**config.mk**
```make
export PLATFORM = sky130hd
export DESIGN_NAME = work_dispatcher
export DESIGN_NICKNAME = d
export VERILOG_FILES = /design/src/rtl/work_dispatcher.sv
export SDC_FILE = /design/constraint.sdc
export NUM_CORES = 1
export LEC_CHECK = 0
export CAP_MARGIN = 20
export CORE_MARGIN = 3
export CORE_UTILIZATION = 52
export DETAILED_ROUTE_END_ITERATION = 8
export PLACE_DENSITY_LB_ADDON = 0.1
export SLEW_MARGIN = 20
export SYNTH_ARGS = -nofsm -noshare
export SYNTH_HDL_FRONTEND = slang
export SYNTH_SLANG_ARGS = --single-unit
```
**constraint.sdc**
```tcl
create_clock -name clk -period 11.75 [get_ports clk]
set_input_delay 3.525 -clock clk [delete_from_list [all_inputs] [get_ports clk]]
set_output_delay 3.525 -clock clk [all_outputs]
set_load 0.05 [all_outputs]
```
**src/rtl/work_dispatcher.sv**
```systemverilog
// ---------------------------------------------------------------------------
// work_dispatcher
//
// Frame-level scheduler for the worker array. Accepts jobs from an upstream
// source while a frame is open, issues each one to a free worker with a
// one-cycle start pulse, tracks which workers are busy, and pulses
// frame_done once the last job has gone out and every worker is idle again.
//
// Optional build macro:
//   ROUND_ROBIN_EN  defined   -> worker search starts one past the last
//                                worker picked, wrapping around
//                   undefined -> fixed priority, lowest free index wins
//
// Ports:
//   clk           system clock
//   n_rst         asynchronous active-low reset (workers share it)
//   frame_start   pulse, opens a new frame (ignored unless idle)
//   job_valid     upstream job available
//   job_data      job payload
//   job_last      marks job_data as the final job of the frame
//   job_ready     dispatcher takes the job this cycle
//   worker_done   per-worker level, 1 = idle/finished
//   worker_start  one-hot, one-cycle start pulse
//   worker_job    payload for the worker pulsed, held until next issue
//   worker_sel    index of worker pulsed, NUM_WORKERS when none
//   busy_count    number of workers currently marked busy
//   frame_done    one-cycle pulse when the frame is complete
//
// FSM states:
//   state      | meaning
//   S_IDLE     | no frame open, waiting for frame_start
//   S_DISPATCH | frame open, issuing jobs to free workers
//   S_DRAIN    | last job issued, waiting for all workers to finish
//   S_DONE     | frame complete, frame_done asserted for one cycle
// ---------------------------------------------------------------------------
module work_dispatcher #(
    parameter int NUM_WORKERS = 16,
    parameter int JOB_W       = 32
) (
    input  logic                          clk,
    input  logic                          n_rst,
    input  logic                          frame_start,
    input  logic                          job_valid,
    input  logic [JOB_W-1:0]              job_data,
    input  logic                          job_last,
    output logic                          job_ready,
    input  logic [NUM_WORKERS-1:0]        worker_done,
    output logic [NUM_WORKERS-1:0]        worker_start,
    output logic [JOB_W-1:0]              worker_job,
    output logic [$clog2(NUM_WORKERS):0]  worker_sel,
    output logic [$clog2(NUM_WORKERS):0]  busy_count,
    output logic                          frame_done
);

    localparam int              IDX_W    = $clog2(NUM_WORKERS);
    localparam logic [IDX_W:0]  SEL_NONE = (IDX_W + 1)'(NUM_WORKERS);

    typedef enum logic [1:0] {
        S_IDLE     = 2'd0,
        S_DISPATCH = 2'd1,
        S_DRAIN    = 2'd2,
        S_DONE     = 2'd3
    } state_t;

    state_t                 r_state;
    state_t                 w_state_nxt;

    logic [NUM_WORKERS-1:0] r_busy;
    logic [NUM_WORKERS-1:0] r_done_q;
    logic [NUM_WORKERS-1:0] r_start;
    logic [JOB_W-1:0]       r_job;
    logic [IDX_W:0]         r_sel;
    logic [IDX_W:0]         r_busy_cnt;

    logic [NUM_WORKERS-1:0] w_free;
    logic [NUM_WORKERS-1:0] w_rise;
    logic [NUM_WORKERS-1:0] w_onehot;
    logic [NUM_WORKERS-1:0] w_busy_nxt;
    logic [IDX_W:0]         w_busy_cnt_nxt;
    logic [IDX_W:0]         w_idx;
    logic [IDX_W-1:0]       w_k;
    logic                   w_found;
    logic                   w_ready;
    logic                   w_accept;
    logic                   w_frame_done;

`ifdef ROUND_ROBIN_EN
    logic [IDX_W-1:0]       r_last_idx;
`endif

    // A worker is free only when it reports idle and we have not handed it
    // a job it has yet to acknowledge by dropping done.
    assign w_free   = worker_done & ~r_busy;
    assign w_rise   = worker_done & ~r_done_q;
    assign w_ready  = (r_state == S_DISPATCH) && (|w_free);
    assign w_accept = job_valid && w_ready;

    // ------------------------------------------------------------------
    // Worker selection
    // ------------------------------------------------------------------
    always_comb begin
        w_found  = 1'b0;
        w_idx    = SEL_NONE;
        w_onehot = '0;
        w_k      = '0;
        for (int i = 0; i < NUM_WORKERS; i++) begin
`ifdef ROUND_ROBIN_EN
            w_k = IDX_W'((int'(r_last_idx) + 1 + i) % NUM_WORKERS);
`else
            w_k = IDX_W'(i);
`endif
            if (!w_found && w_free[w_k]) begin
                w_found       = 1'b1;
                w_idx         = {1'b0, w_k};
                w_onehot[w_k] = 1'b1;
            end
        end
    end

    // ------------------------------------------------------------------
    // Busy tracking. Set and clear never collide on one worker: a set
    // needs the worker free (done high, not busy), a clear needs a rising
    // done edge, which only happens while it is busy.
    // ------------------------------------------------------------------
    always_comb begin
        w_busy_nxt = r_busy & ~w_rise;
        if (w_accept) begin
            w_busy_nxt = w_busy_nxt | w_onehot;
        end
    end

    always_comb begin
        w_busy_cnt_nxt = '0;
        for (int i = 0; i < NUM_WORKERS; i++) begin
            w_busy_cnt_nxt = w_busy_cnt_nxt + {{IDX_W{1'b0}}, w_busy_nxt[i]};
        end
    end

    // done_q resets to all ones so workers sitting idle out of reset are
    // not mistaken for a finish event.
    always_ff @(posedge clk or negedge n_rst) begin
        if (!n_rst) begin
            r_busy     <= '0;
            r_done_q   <= '1;
            r_start    <= '0;
            r_job      <= '0;
            r_sel      <= SEL_NONE;
            r_busy_cnt <= '0;
        end else begin
            r_done_q   <= worker_done;
            r_busy     <= w_busy_nxt;
            r_busy_cnt <= w_busy_cnt_nxt;
            if (w_accept) begin
                r_start <= w_onehot;
                r_job   <= job_data;
                r_sel   <= w_idx;
            end else begin
                r_start <= '0;
                r_sel   <= SEL_NONE;
            end
        end
    end

`ifdef ROUND_ROBIN_EN
    // Starting at NUM_WORKERS-1 makes the first search begin at worker 0.
    always_ff @(posedge clk or negedge n_rst) begin
        if (!n_rst) begin
            r_last_idx <= IDX_W'(NUM_WORKERS - 1);
        end else if (w_accept) begin
            r_last_idx <= w_idx[IDX_W-1:0];
        end
    end
`endif

    // ------------------------------------------------------------------
    // Frame FSM
    // ------------------------------------------------------------------
    always_ff @(posedge clk or negedge n_rst) begin
        if (!n_rst) begin
            r_state <= S_IDLE;
        end else begin
            r_state <= w_state_nxt;
        end
    end

    always_comb begin
        w_state_nxt  = r_state;
        w_frame_done = 1'b0;
        case (r_state)
            S_IDLE: begin
                if (frame_start) begin
                    w_state_nxt = S_DISPATCH;
                end
            end
            S_DISPATCH: begin
                if (w_accept && job_last) begin
                    w_state_nxt = S_DRAIN;
                end
            end
            S_DRAIN: begin
                // The start pulse of the last job is still in flight on the
                // first drain cycle; wait for it as well as the busy mask.
                if ((r_busy == '0) && (r_start == '0)) begin
                    w_state_nxt = S_DONE;
                end
            end
            S_DONE: begin
                w_frame_done = 1'b1;
                w_state_nxt  = S_IDLE;
            end
            default: begin
                w_state_nxt = S_IDLE;
            end
        endcase
    end

    assign job_ready    = w_ready;
    assign worker_start = r_start;
    assign worker_job   = r_job;
    assign worker_sel   = r_sel;
    assign busy_count   = r_busy_cnt;
    assign frame_done   = w_frame_done;

endmodule
```
==> impl_metrics.tcl <==
set metrics [dict create \
    synthesis.area_per_instance_um2 12.5 \
    multiInputGateArea_um2 1530 \
    critical_path_class "primary input to primary output" \
    tritoncts_clock_tree "done" \
    reg2reg_depth 17 \
    placement.cell_area_um2 5240 \
    worstReg2RegStart "r_busy[8]" \
    hold_path.class "register to register" \
    dieHeight_um 94.0 \
    average_wire_per_standard_cell_um 15.1 \
    total_power_mw 1.22 \
    cp.arrival_ns 5.71 \
    worstHoldPathCells 1 \
    unrepaired_setup_endpoints_after_global_routing "no" \
    final.min_clock_period_ns 9.24 \
    n_fill_cell 517 \
    resize_count_post_cts 0 \
    insertedDiodeCount 0 \
    regToRegEndpoint "busy_count[4]" \
    hold_viol 0 \
    dp_hpwl_mm 6.38 \
    number_of_global_route_vias_before_repair 2863 \
    remaining_drc_errors 0 \
    pre_cts_ws_ns 2.37 \
    clock_latency_ns 0.35 \
    floorplan.die_area_um2 8840 \
    initial_drt_pass_iterations 4 \
    ys_async_sr_fraction_pct 100 \
    grt_antenna_before_repair 0 \
    worst_setup_hold_path_clk_slew_ns 0.08 \
    yosys_warnings 0 \
    portion_of_the_clock_cycle_consumed_by_the_worst_path_in_the_final_layout_pct 78.6 \
    finalWeightedCongestion 0.863 \
    fin_tns_setup_ns 0 \
    detailroute.via_count 2841 \
    fmax_ghz 0.108 \
    synth.net_count 393 \
    timing.critical_path.to_type "primary output" \
    yosysUniqueCellTypes 45 \
    final_setup_margin_ns 2.51 \
    peakVddDrop_v 0.0000970 \
    regArea_um2 2320 \
    finalSetupViolations 0 \
    clock_tree.htree_level_count 3 \
    drive_above_1_share_pct 10.1 \
    floorplan.core_area_um2 7370 \
    count_of_flip_flops_with_a_built_in_enable_after_synthesis 0 \
    clock_sink_count 92 \
    antenna_violating_nets_post_route 0 \
    initial_core_util_pct 54.6 \
    hold_path_end "worker_job[8]" \
    power_per_cell_area_nw_per_um2 223 \
    number_of_core_rows 31 \
    timing_worst_slew_pin_value_ns 0.784 \
    stdcell_area_um2 5490 \
    global_route_wire_length_before_repair_mm 13.5 \
    ys_seq_elements 92 \
    synth_cells 321 \
    cts_root_buffer "clkbuf_8" \
    die_w_um 94.0 \
    worstPathMaxFanout 6 \
    cp.required_ns 8.23 \
    layout_overhead_on_the_synthesized_area_pct 36.4 \
    vias_per_cell 5.20 \
    max_cap_violations 0 \
    i_o_pins 113 \
    routed_wirelength_mm 8.24 \
    cts_buffer_depth 2 \
    finClkSkew_ns 0.0125 \
    grt_remaining_overflow 0 \
    p_leak_nw 2.49 \
    grt.total_usage_pct 19.9 \
    cts_setup_buffers 0 \
    worst_hold_startpoint "worker_job[8]" \
    critPathLaunchType "primary input" \
    outcome "finished, final reports clean" \
    drv_slew 0 \
    drt-initial-drc-count 133 \
    net_count_reported_at_finish 514 \
    cts-hold-fix-buffers 0 \
    synth_flop_cell "dfrtp_1" \
    setup.reg_to_reg.worst_slack_ns 6.44 \
    cts-buffers-inserted 9 \
    synth_area_um2 4030 \
    yosysSeqAreaShare_pct 57.7 \
    port-buffer-count 112 \
    grt_start_max_net_pins 67 \
    timing.slew.headroom_pct 47.8 \
]
## stage by stage
step	utilization [%]	std cells	hold slack, ns
2_1_floorplan	-	321	0.451
3_3_place_gp	71.0	529	0.466
3_5_place_dp	71.0	529	0.474
4_1_cts	74.1	545	0.493
5_1_grt	74.5	546	0.498
6_report	74.5	546	0.489
## Yosys cell counts, types with 2 or more instances
cell type,number,area [um2]
dfrtp_1,75,1880
mux2_1,32,360
inv_1,31,116
nand2b_1,20,125
dfstp_2,17,447
nor2_1,13,48.8
o21ai_0,13,65.1
fa_1,10,200
a21oi_1,9,45.0
ha_1,9,113
nand2_1,8,30.0
nor2b_1,8,50.1
nor4_1,8,50.1
nor3_1,6,30.0
o21ai_1,6,30.0
a21o_1,5,37.5
nand3_1,5,25.0
nand4_1,5,31.3
and3_1,4,25.0
inv_2,4,15.0
a31oi_1,3,18.8
buf_6,3,33.8
o21a_1,3,22.5
and4_1,2,17.5
xnor2_1,2,17.5
## metal layers
| layer | part of all wire (%) | wire length (um) | GRT usage, % | vias to the layer above |
|---|---|---|---|---|
| met5 | 0 | 0 | 0 | - |
| met4 | 2.6 | 217 | 9.15 | 0 |
| met3 | 5.9 | 490 | 3.53 | 21 |
| met2 | 49 | 4070 | 32.6 | 108 |
| met1 | 42 | 3460 | 25.7 | 1368 |
| li1 | - | - | - | 1344 |
## worst max-delay path: stages
cell and delay (ns):
clkdlybuf4s50_1 0.43, nor2b_1 0.19, a2111oi_2 0.36, and3_1 0.37, a21oi_1 0.11, clkdlybuf4s50_1 0.72
## cell families after synthesis
logic type,synth area share (%)
mux,9.32
buf+inv,4.29
compound gates,8.67
xor+xnor,0.435
flops,57.7
simple gates,11.8
fa+ha+maj,7.77
## flip-flops by register name, indices dropped and copies added, names as in the netlist
| signal | cells |
|---|---|
| worker_job | 32 |
| r_busy | 16 |
| r_done_q | 16 |
| worker_start | 16 |
| busy_count | 5 |
| worker_sel | 5 |
| r_state | 2 |
## cell usage in the layout (no fill, tap or decap), drive strengths merged, types with 2 or more instances in the layout
master	synthesis	final
a21o	5	5
a21oi	11	11
a31oi	3	3
and3	4	4
and4	2	2
buf	4	3
bufinv	0	2
clkbuf	0	13
clkdlybuf4s50	0	111
dfrtp	75	75
dfstp	17	17
fa	10	10
ha	9	9
inv	35	35
mux2	33	33
nand2	8	8
nand2b	20	20
nand3	5	5
nand4	5	5
nor2	13	13
nor2b	8	8
nor3	7	7
nor3b	2	2
nor4	8	8
o211ai	2	2
o21a	3	3
o21ai	19	19
xnor2	2	2
## where the power goes
group	internal [mW]	switching (mW)	total [mW]
logic	0.206	0.355	0.561
registers	0.393	0.0351	0.428
clock network	0.132	0.103	0.235
total	0.731	0.492	1.22
## worst max-delay path by stage
stage	from	to	slack, ns	cells past startpoint
final	worker_done[7]	job_ready	2.51	6
after global routing	worker_done[7]	job_ready	2.36	6
after CTS	worker_done[7]	job_ready	2.50	6
after detailed placement	worker_done[7]	busy_count[4]	2.37	18
after global placement	worker_done[7]	job_ready	2.50	6
after floorplan	worker_done[0]	job_ready	3.30	5
## area by class of cell
cell class	instances	area share [%]
Sequential cell	92	42.3
Clock buffer	13	2.89
Inverter	35	2.39
Clock inverter	3	1.25
Multi-Input combinational cell	190	27.9
Tap cell	99	2.26
Timing Repair Buffer	114	21.0
No activity file was read; power rests on OpenSTA's default activity.
